===== src/rtl/shift_sequencer.sv =====
// Sequencer that drives a universal shift register through one load and N shifts.
// Define SHIFT_SEQUENCER_ABORT_EN to add the abort input.
module shift_sequencer #(
   parameter int WIDTH = 4,
   parameter int CNT_W = 3
) (
   input  logic             clk,
   input  logic             resetn,
   input  logic             cmd_valid,
   output logic             cmd_ready,
   input  logic [WIDTH-1:0] cmd_data,
   input  logic             cmd_dir,
   input  logic [CNT_W-1:0] cmd_count,
   output logic [1:0]       usr_sel,
   output logic [WIDTH-1:0] usr_data,
   input  logic [WIDTH-1:0] usr_q,
   output logic [WIDTH-1:0] result,
   output logic             done,
   output logic             busy
`ifdef SHIFT_SEQUENCER_ABORT_EN
   ,
   input  logic             abort
`endif
);

   typedef enum logic [1:0] {IDLE, LOAD, SHIFT, FINISH} state_t;

   state_t           state;
   logic             dir_q;
   logic [CNT_W-1:0] count_q;
   logic [CNT_W-1:0] remain;
   logic             abort_i;

`ifdef SHIFT_SEQUENCER_ABORT_EN
   assign abort_i = abort;
`else
   assign abort_i = 1'b0;
`endif

   always_ff @(posedge clk or negedge resetn) begin
      if (!resetn) begin
         state     <= IDLE;
         usr_sel   <= 2'b00;
         usr_data  <= '0;
         result    <= '0;
         done      <= 1'b0;
         busy      <= 1'b0;
         cmd_ready <= 1'b1;
         dir_q     <= 1'b0;
         count_q   <= '0;
         remain    <= '0;
      end else begin
         done <= 1'b0;
         // Abort and illegal states share one exit path; result is left untouched.
         if ((abort_i && state != IDLE) || state > FINISH) begin
            state     <= IDLE;
            usr_sel   <= 2'b00;
            usr_data  <= '0;
            busy      <= 1'b0;
            cmd_ready <= 1'b1;
            remain    <= '0;
         end else begin
            case (state)
               IDLE: begin
                  if (cmd_valid && cmd_ready) begin
                     state     <= LOAD;
                     usr_sel   <= 2'b11;
                     usr_data  <= cmd_data;
                     dir_q     <= cmd_dir;
                     count_q   <= cmd_count;
                     busy      <= 1'b1;
                     cmd_ready <= 1'b0;
                  end
               end
               LOAD: begin
                  usr_data <= '0;
                  if (count_q == '0) begin
                     state   <= FINISH;
                     usr_sel <= 2'b00;
                  end else begin
                     state   <= SHIFT;
                     usr_sel <= dir_q ? 2'b10 : 2'b01;
                     remain  <= count_q;
                  end
               end
               SHIFT: begin
                  // remain is at least 1 on entry, so it never wraps.
                  if (remain <= CNT_W'(1)) begin
                     state   <= FINISH;
                     usr_sel <= 2'b00;
                     remain  <= '0;
                  end else begin
                     remain <= remain - 1'b1;
                  end
               end
               FINISH: begin
                  state     <= IDLE;
                  usr_sel   <= 2'b00;
                  result    <= usr_q;
                  done      <= 1'b1;
                  busy      <= 1'b0;
                  cmd_ready <= 1'b1;
               end
               default: begin
                  state <= IDLE;
               end
            endcase
         end
      end
   end

endmodule


===== config.mk =====
export PLATFORM = sky130hd
export DESIGN_NAME = shift_sequencer
export DESIGN_NICKNAME = d
export VERILOG_FILES = /design/src/rtl/shift_sequencer.sv
export SDC_FILE = /design/constraint.sdc
export NUM_CORES = 1
export LEC_CHECK = 0
export CAP_MARGIN = 0
export CORE_ASPECT_RATIO = 1.25
export CORE_MARGIN = 1.5
export CORE_UTILIZATION = 45
export CTS_BUF_LIST = sky130_fd_sc_hd__clkbuf_2 sky130_fd_sc_hd__clkbuf_4 sky130_fd_sc_hd__clkbuf_8
export DETAILED_ROUTE_END_ITERATION = 10
export HOLD_SLACK_MARGIN = 0.1
export PLACE_DENSITY = 0.77
export REMOVE_ABC_BUFFERS = 1
export SYNTH_ARGS = -nofsm -noshare
export SYNTH_HDL_FRONTEND = slang
export SYNTH_SLANG_ARGS = --single-unit

===== constraint.sdc =====
create_clock -name clk -period 1.4 [get_ports clk]
set_input_delay 0.28 -clock clk [delete_from_list [all_inputs] [get_ports clk]]
set_output_delay 0.28 -clock clk [all_outputs]
set_load 0.02 [all_outputs]

# --- Word level (Yosys, flattened, before mapping) ---
# Index checks and enable logic that the tools add are counted.
totals:
  regBits: 22
  inputBits: 15
  output_inout_bits: 13
op_classes:
  add_sub_neg: 1
  n_lt_le_gt_ge: 2
  n_eq_ne: 6
  mux: 26
  bitwise: 1
  n_reduce_logical: 12
ops:
  columns: ["operator", "n"]
  rows:
  - ["2-bit 2-to-1 mux", 8]
  - ["2-bit one-hot mux with 4 select lines", 2]
  - ["2-bit AND reduction", 5]
  - ["3-bit 2-to-1 mux", 3]
  - ["3-bit inequality test (second input constant)", 3]
  - ["3-bit nonzero test", 3]
  - ["4-bit 2-to-1 mux", 2]
  - ["4-bit one-hot mux with 2 select lines", 1]
  - ["1-bit 2-to-1 mux", 7]
  - ["3-bit one-hot mux with 2 select lines", 1]
  - ["2-bit == test (second input constant)", 2]
  - ["1-bit one-hot mux with 2 select lines", 2]
  - ["3-bit by 1-bit less-or-equal comparator with 1-bit output (second input constant)", 1]
  - ["3-bit zero test", 1]
  - ["3-bit AND reduction", 1]
  - ["3-bit by 1-bit subtractor with 3-bit output (second input constant)", 1]
  - ["2-bit by 1-bit == test with 1-bit output (second input constant)", 1]
  - ["2-bit > comparator (second input constant)", 1]
  - ["2-bit zero test", 1]
  - ["1-bit logical AND", 1]
  - ["1-bit inverter", 1]

# --- Logic depth before layout (Yosys ltp) ---
logic_depth:
  ltp_word: 4
  depth_mapped: 7
  depth_no_buf: 6

# --- Worst setup path before layout ---
# Ideal clock, no wire load.
synth_timing:
  path_type: "register to register"
  from: "register state[0]"
  to: "register remain[0]"
  t_arrival_ns: 1.448
  t_required_ns: 1.281
  setup_slack_ns: -0.167
  path_stages_with_launch: 7
  n_path_buf: 0
  period_less_slack_ns: 1.567
  path_cell_list: "dfrtp_1 -> inv_1 -> ha_1 -> nor2_1 -> a21oi_1 -> o221ai_1 -> o21a_1"
synth_between:
  elab_chain_len: 3
synth_lines:
  columns: ["item", "line", "source"]
  rows:
  - ["start, declared", "28", "state_t state;"]
  - ["start signal, assigned", "42", "state <= IDLE;"]
  - ["start signal, assigned", "56", "state <= IDLE;"]
  - ["start signal, assigned", "66", "state <= LOAD;"]
  - ["2-bit > comparator, or another cell as far along", "55", "if ((abort_i && state != IDLE) || state > FINISH) begin"]
  - ["3-bit inequality test (no source line), or another cell as far along", null, null]
  - ["2-bit AND reduction (no source line) / 3-bit 2-to-1 mux (equally long branches)", null, null]
  - ["end signal, assigned", "83", "remain <= count_q;"]
  - ["end signal, assigned", "93", "remain <= remain - 1'b1;"]
  - ["end, declared", "31", "logic [CNT_W-1:0] remain;"]
# Parallel ways exist; a longest one is shown, timed or not.
# A chain may end at the register's enable or synchronous reset.

# --- Final worst setup path ---
layout_timing:
  from: "register state[1]"
  to: "register state[0]"
layout_between:
  elab_chain_len: 3
layout_lines:
  columns: ["item", "line"]
  rows:
  - ["2-bit > comparator, or another cell as far along", "55"]
  - ["3-bit inequality test (no source line) / 2-bit one-hot mux with 4 select lines (equally long branches)", null]
  - ["2-bit AND reduction (no source line) / 2-bit 2-to-1 mux (equally long branches)", null]
# Parallel ways exist; a longest one is shown, timed or not.

==> implementation parameters <==
Parameter                              Value

Timing
  Fin crit share    103%
  Unrepaired setup endpoints after global routing    yes
  Number of hold-slack violations in the final timing report    0
  Final Worst Setup Slack    -0.0467 ns
  Number of pins with negative max-slew slack in the final report    0
  Worst rel slew slack    72.5%
  Slew @ Worst Pin    0.410 ns
  Tmin final    1.45 ns
  Highest achievable clock rate    691 MHz
  Final Setup Violations    4
  Setup skew after layout    0.00330 ns

Logic synthesis
  Syn_area_per_cell    10.7 sq um
  Dominant register cell in the synthesized netlist    sky130_fd_sc_hd__dfrtp_1
  Synth top area cells    sky130_fd_sc_hd__dfrtp_1 (46%), sky130_fd_sc_hd__mux2_2 (8.9%), sky130_fd_sc_hd__ha_1 (7.7%)
  Count of flip-flops with a built-in enable after synthesis    0
  Portion of the post-synthesis area used by sequential elements    48.5%
  Yosys top cell by area    sky130_fd_sc_hd__dfrtp_1
  Synthesized instance count    106
  Share of synthesized registers carrying an async set or reset    100%
  Count of distinct cell types in the synthesized netlist    28
  Cell area after synthesis    1140 sq um
  Number of warning messages in the yosys log    0
  Portion of synthesized cell area occupied by the leading cell type    46.2%
  Flops & latches, synth    22

Final layout
  Final Net Count    178
  Final standard cell area without fillers    1740 sq um
  Share of layout cells above drive strength 1    37.4%
  Count of fill cells added during filler insertion    196
  Diodes inserted    0
  Synthesis-to-layout area growth    52.6%

Routing
  Number of violations reported at the end of detailed-routing iteration 0    3
  Detailed-route DRC error count    0
  Final routed wire length divided by cell count    13.8 um
  Vias    974
  Number of vias per cell after detailed routing    5.18
  Detailed-router iteration count before antenna repair    4
  Detail Route Antenna Nets    0
  Final wirelength    2.60 mm

Clock network
  CTS clock-pin slew for the worst setup and hold paths    0.11 ns
  CTS H-Tree Depth    1
  Clock latency on the worst-skew pair    0.31 ns
  Cell chosen for the clock root    sky130_fd_sc_hd__clkbuf_4
  Sink Count    22
  Number of buffers created by CTS    3
  Post-CTS Hold Fix Bufs    0
  Max Root-Sink Buffers    2
  TritonCTS clock tree    done

Floorplan
  Number of I/O pins    28
  Starting density of the core    46.9%
  Placeable core region    2430 sq um
  Die span in x    48.0 um
  Total number of placement rows    20
  Total die area    2840 sq um
  Chip height    59.2 um

Placement
  Port-buffer cells    27
  Post-place setup slack    -0.210 ns
  GPL Wtd Cong    0.767
  DP Wirelength    1.91 mm
  Placed Area    1580 sq um

Pwr
  Static leakage    0.803 nW
  Peak supply drop    0.00131 V
  Power per cell area    2540 nW/um^2

Run status
  Violations in the final reports    negative setup slack
  Outcome    complete, but fails checks

Global routing
  Vias in the first global route    947
  Antenna violations before repair    0
  Pin count of the biggest net entering global routing    23
  Global router's overall resource usage    20.1%
  Remaining global-route overflow    0
  Wire length of the first global-routing pass    4.04 mm

Setup path
  Nature of the critical path endpoint    register
  Arrival @ worst endpoint    1.69 ns
  Data required time of the critical path    1.65 ns
  Worst Path Class, Setup    register to register
  Worst Reg-to-Reg Cells    6
  Kind of launch point of the worst setup path    register
  Maximum net fanout on the critical path    8

Flow run
  Maxcap violations    0

Min path
  Type of the worst min-delay path    input port to asynchronous set/reset pin
==> worst paths after layout <==
check / slack (ns) / from / endpoint
max: -0.05 / state[1]$_DFFE_PN0P_ / state[0]$_DFFE_PN0P_
min: 0.30 / resetn / usr_data[1]$_DFFE_PN0P_
max reg2reg: -0.05 / state[1]$_DFFE_PN0P_ / state[0]$_DFFE_PN0P_
min reg2reg: 0.51 / usr_data[2]$_DFFE_PN0P_ / usr_data[2]$_DFFE_PN0P_
max in group asynchronous: 0.83 / resetn / cmd_ready$_DFFE_PN1P_
min in group clk: 0.51 / usr_data[2]$_DFFE_PN0P_ / usr_data[2]$_DFFE_PN0P_
==> logic make-up (layout without fill, tap and decap cells) <==
family          Yosys count  after routing  synth area share, %
flops                    22             22                 48.5
fa+ha+maj                 7              7                 7.70
mux                      10             10                 9.79
simple gates             24             24                 11.0
buf+inv                  13             62                 4.29
compound gates           30             30                 18.7
==> critical path, cell delays in order, from the launching register on <==
cell	delay [ns]
sky130_fd_sc_hd__dfrtp_1	0.44
sky130_fd_sc_hd__buf_6	0.14
sky130_fd_sc_hd__ha_4	0.16
sky130_fd_sc_hd__buf_6	0.13
sky130_fd_sc_hd__a31oi_4	0.27
sky130_fd_sc_hd__o21ai_2	0.11
sky130_fd_sc_hd__a22oi_2	0.12
==> cells in the final DEF (no fill, tap or decap), types with 5 or more instances in the layout <==
cell	synthesis	routed
sky130_fd_sc_hd__dfrtp_1	21	21
sky130_fd_sc_hd__buf_4	0	20
sky130_fd_sc_hd__clkdlybuf4s50_1	0	14
sky130_fd_sc_hd__dlygate4sd2_1	0	12
sky130_fd_sc_hd__inv_1	9	6
sky130_fd_sc_hd__nor2b_1	6	6
sky130_fd_sc_hd__a21oi_1	7	6
sky130_fd_sc_hd__nand2_1	7	6
sky130_fd_sc_hd__o21ai_0	7	5
sky130_fd_sc_hd__mux2_2	9	5
==> sequential cells by signal, summed over array words and instances (netlist names) <==
signal / count
busy: 1
result: 4
done: 1
count_q: 3
usr_data: 4
dir_q: 1
usr_sel: 2
cmd_ready: 1
remain: 3
state: 2
==> synthesized netlist by cell type, drive strengths merged, types with 2 or more instances <==
master / instances
a31oi: 5
inv: 9
mux2: 9
a21oi: 7
clkbuf: 4
nor2b: 6
ha: 7
dfrtp: 21
o21a: 2
o221ai: 3
nand2: 7
o21ai: 8
nor2: 5
==> per-stage QoR <==
stage | hold WS (ns) | setup TNS, ns | power, W | cells | utilization [%]
floorplan | -0.0156 | -1.85 | 0.00262 | 102 | -
global placement | 0.482 | -1.33 | 0.00365 | 182 | 65.3
detailed placement | 0.488 | -1.82 | 0.00378 | 182 | 65.3
CTS | 0.302 | -0.166 | 0.00409 | 186 | 67.5
global route | 0.339 | -0.754 | 0.00471 | 188 | 71.5
finish | 0.297 | -0.0947 | 0.00440 | 188 | 71.5
==> cell type report <==
type,instances,area (sq um),area share [%]
Clock buffer,4,36.3,2.09
Inverter,9,33.8,1.95
Multi-Input combinational cell,71,649,37.4
Sequential cell,22,552,31.8
Tap cell,33,41.3,2.38
Timing Repair Buffer,49,423,24.4
==> what timing repair did <==
item                                    CTS  global route
endpoints found under the setup margin   28            17
gates resized for setup                  26            22
cloned                                    0             0
setup buffers                             0             2
pin swaps                                 2             3
==> power breakdown <==
group	leakage, nW	switching, W	internal [W]
Sequential	0.267	0.000233	0.000985
Clock	0.0210	0.000187	0.000159
Combinational	0.515	0.00140	0.00144
Total	0.803	0.00182	0.00258
==> metal layers <==
metal,global-route usage [%],part of all wire (%),vias up
met3,1.83,4.0,5
met2,38.7,58,27
met1,21.2,37,472
li1,-,-,470
met5,0,0,-
met4,6.95,1.7,0
Power figures use the tool's default switching activity.
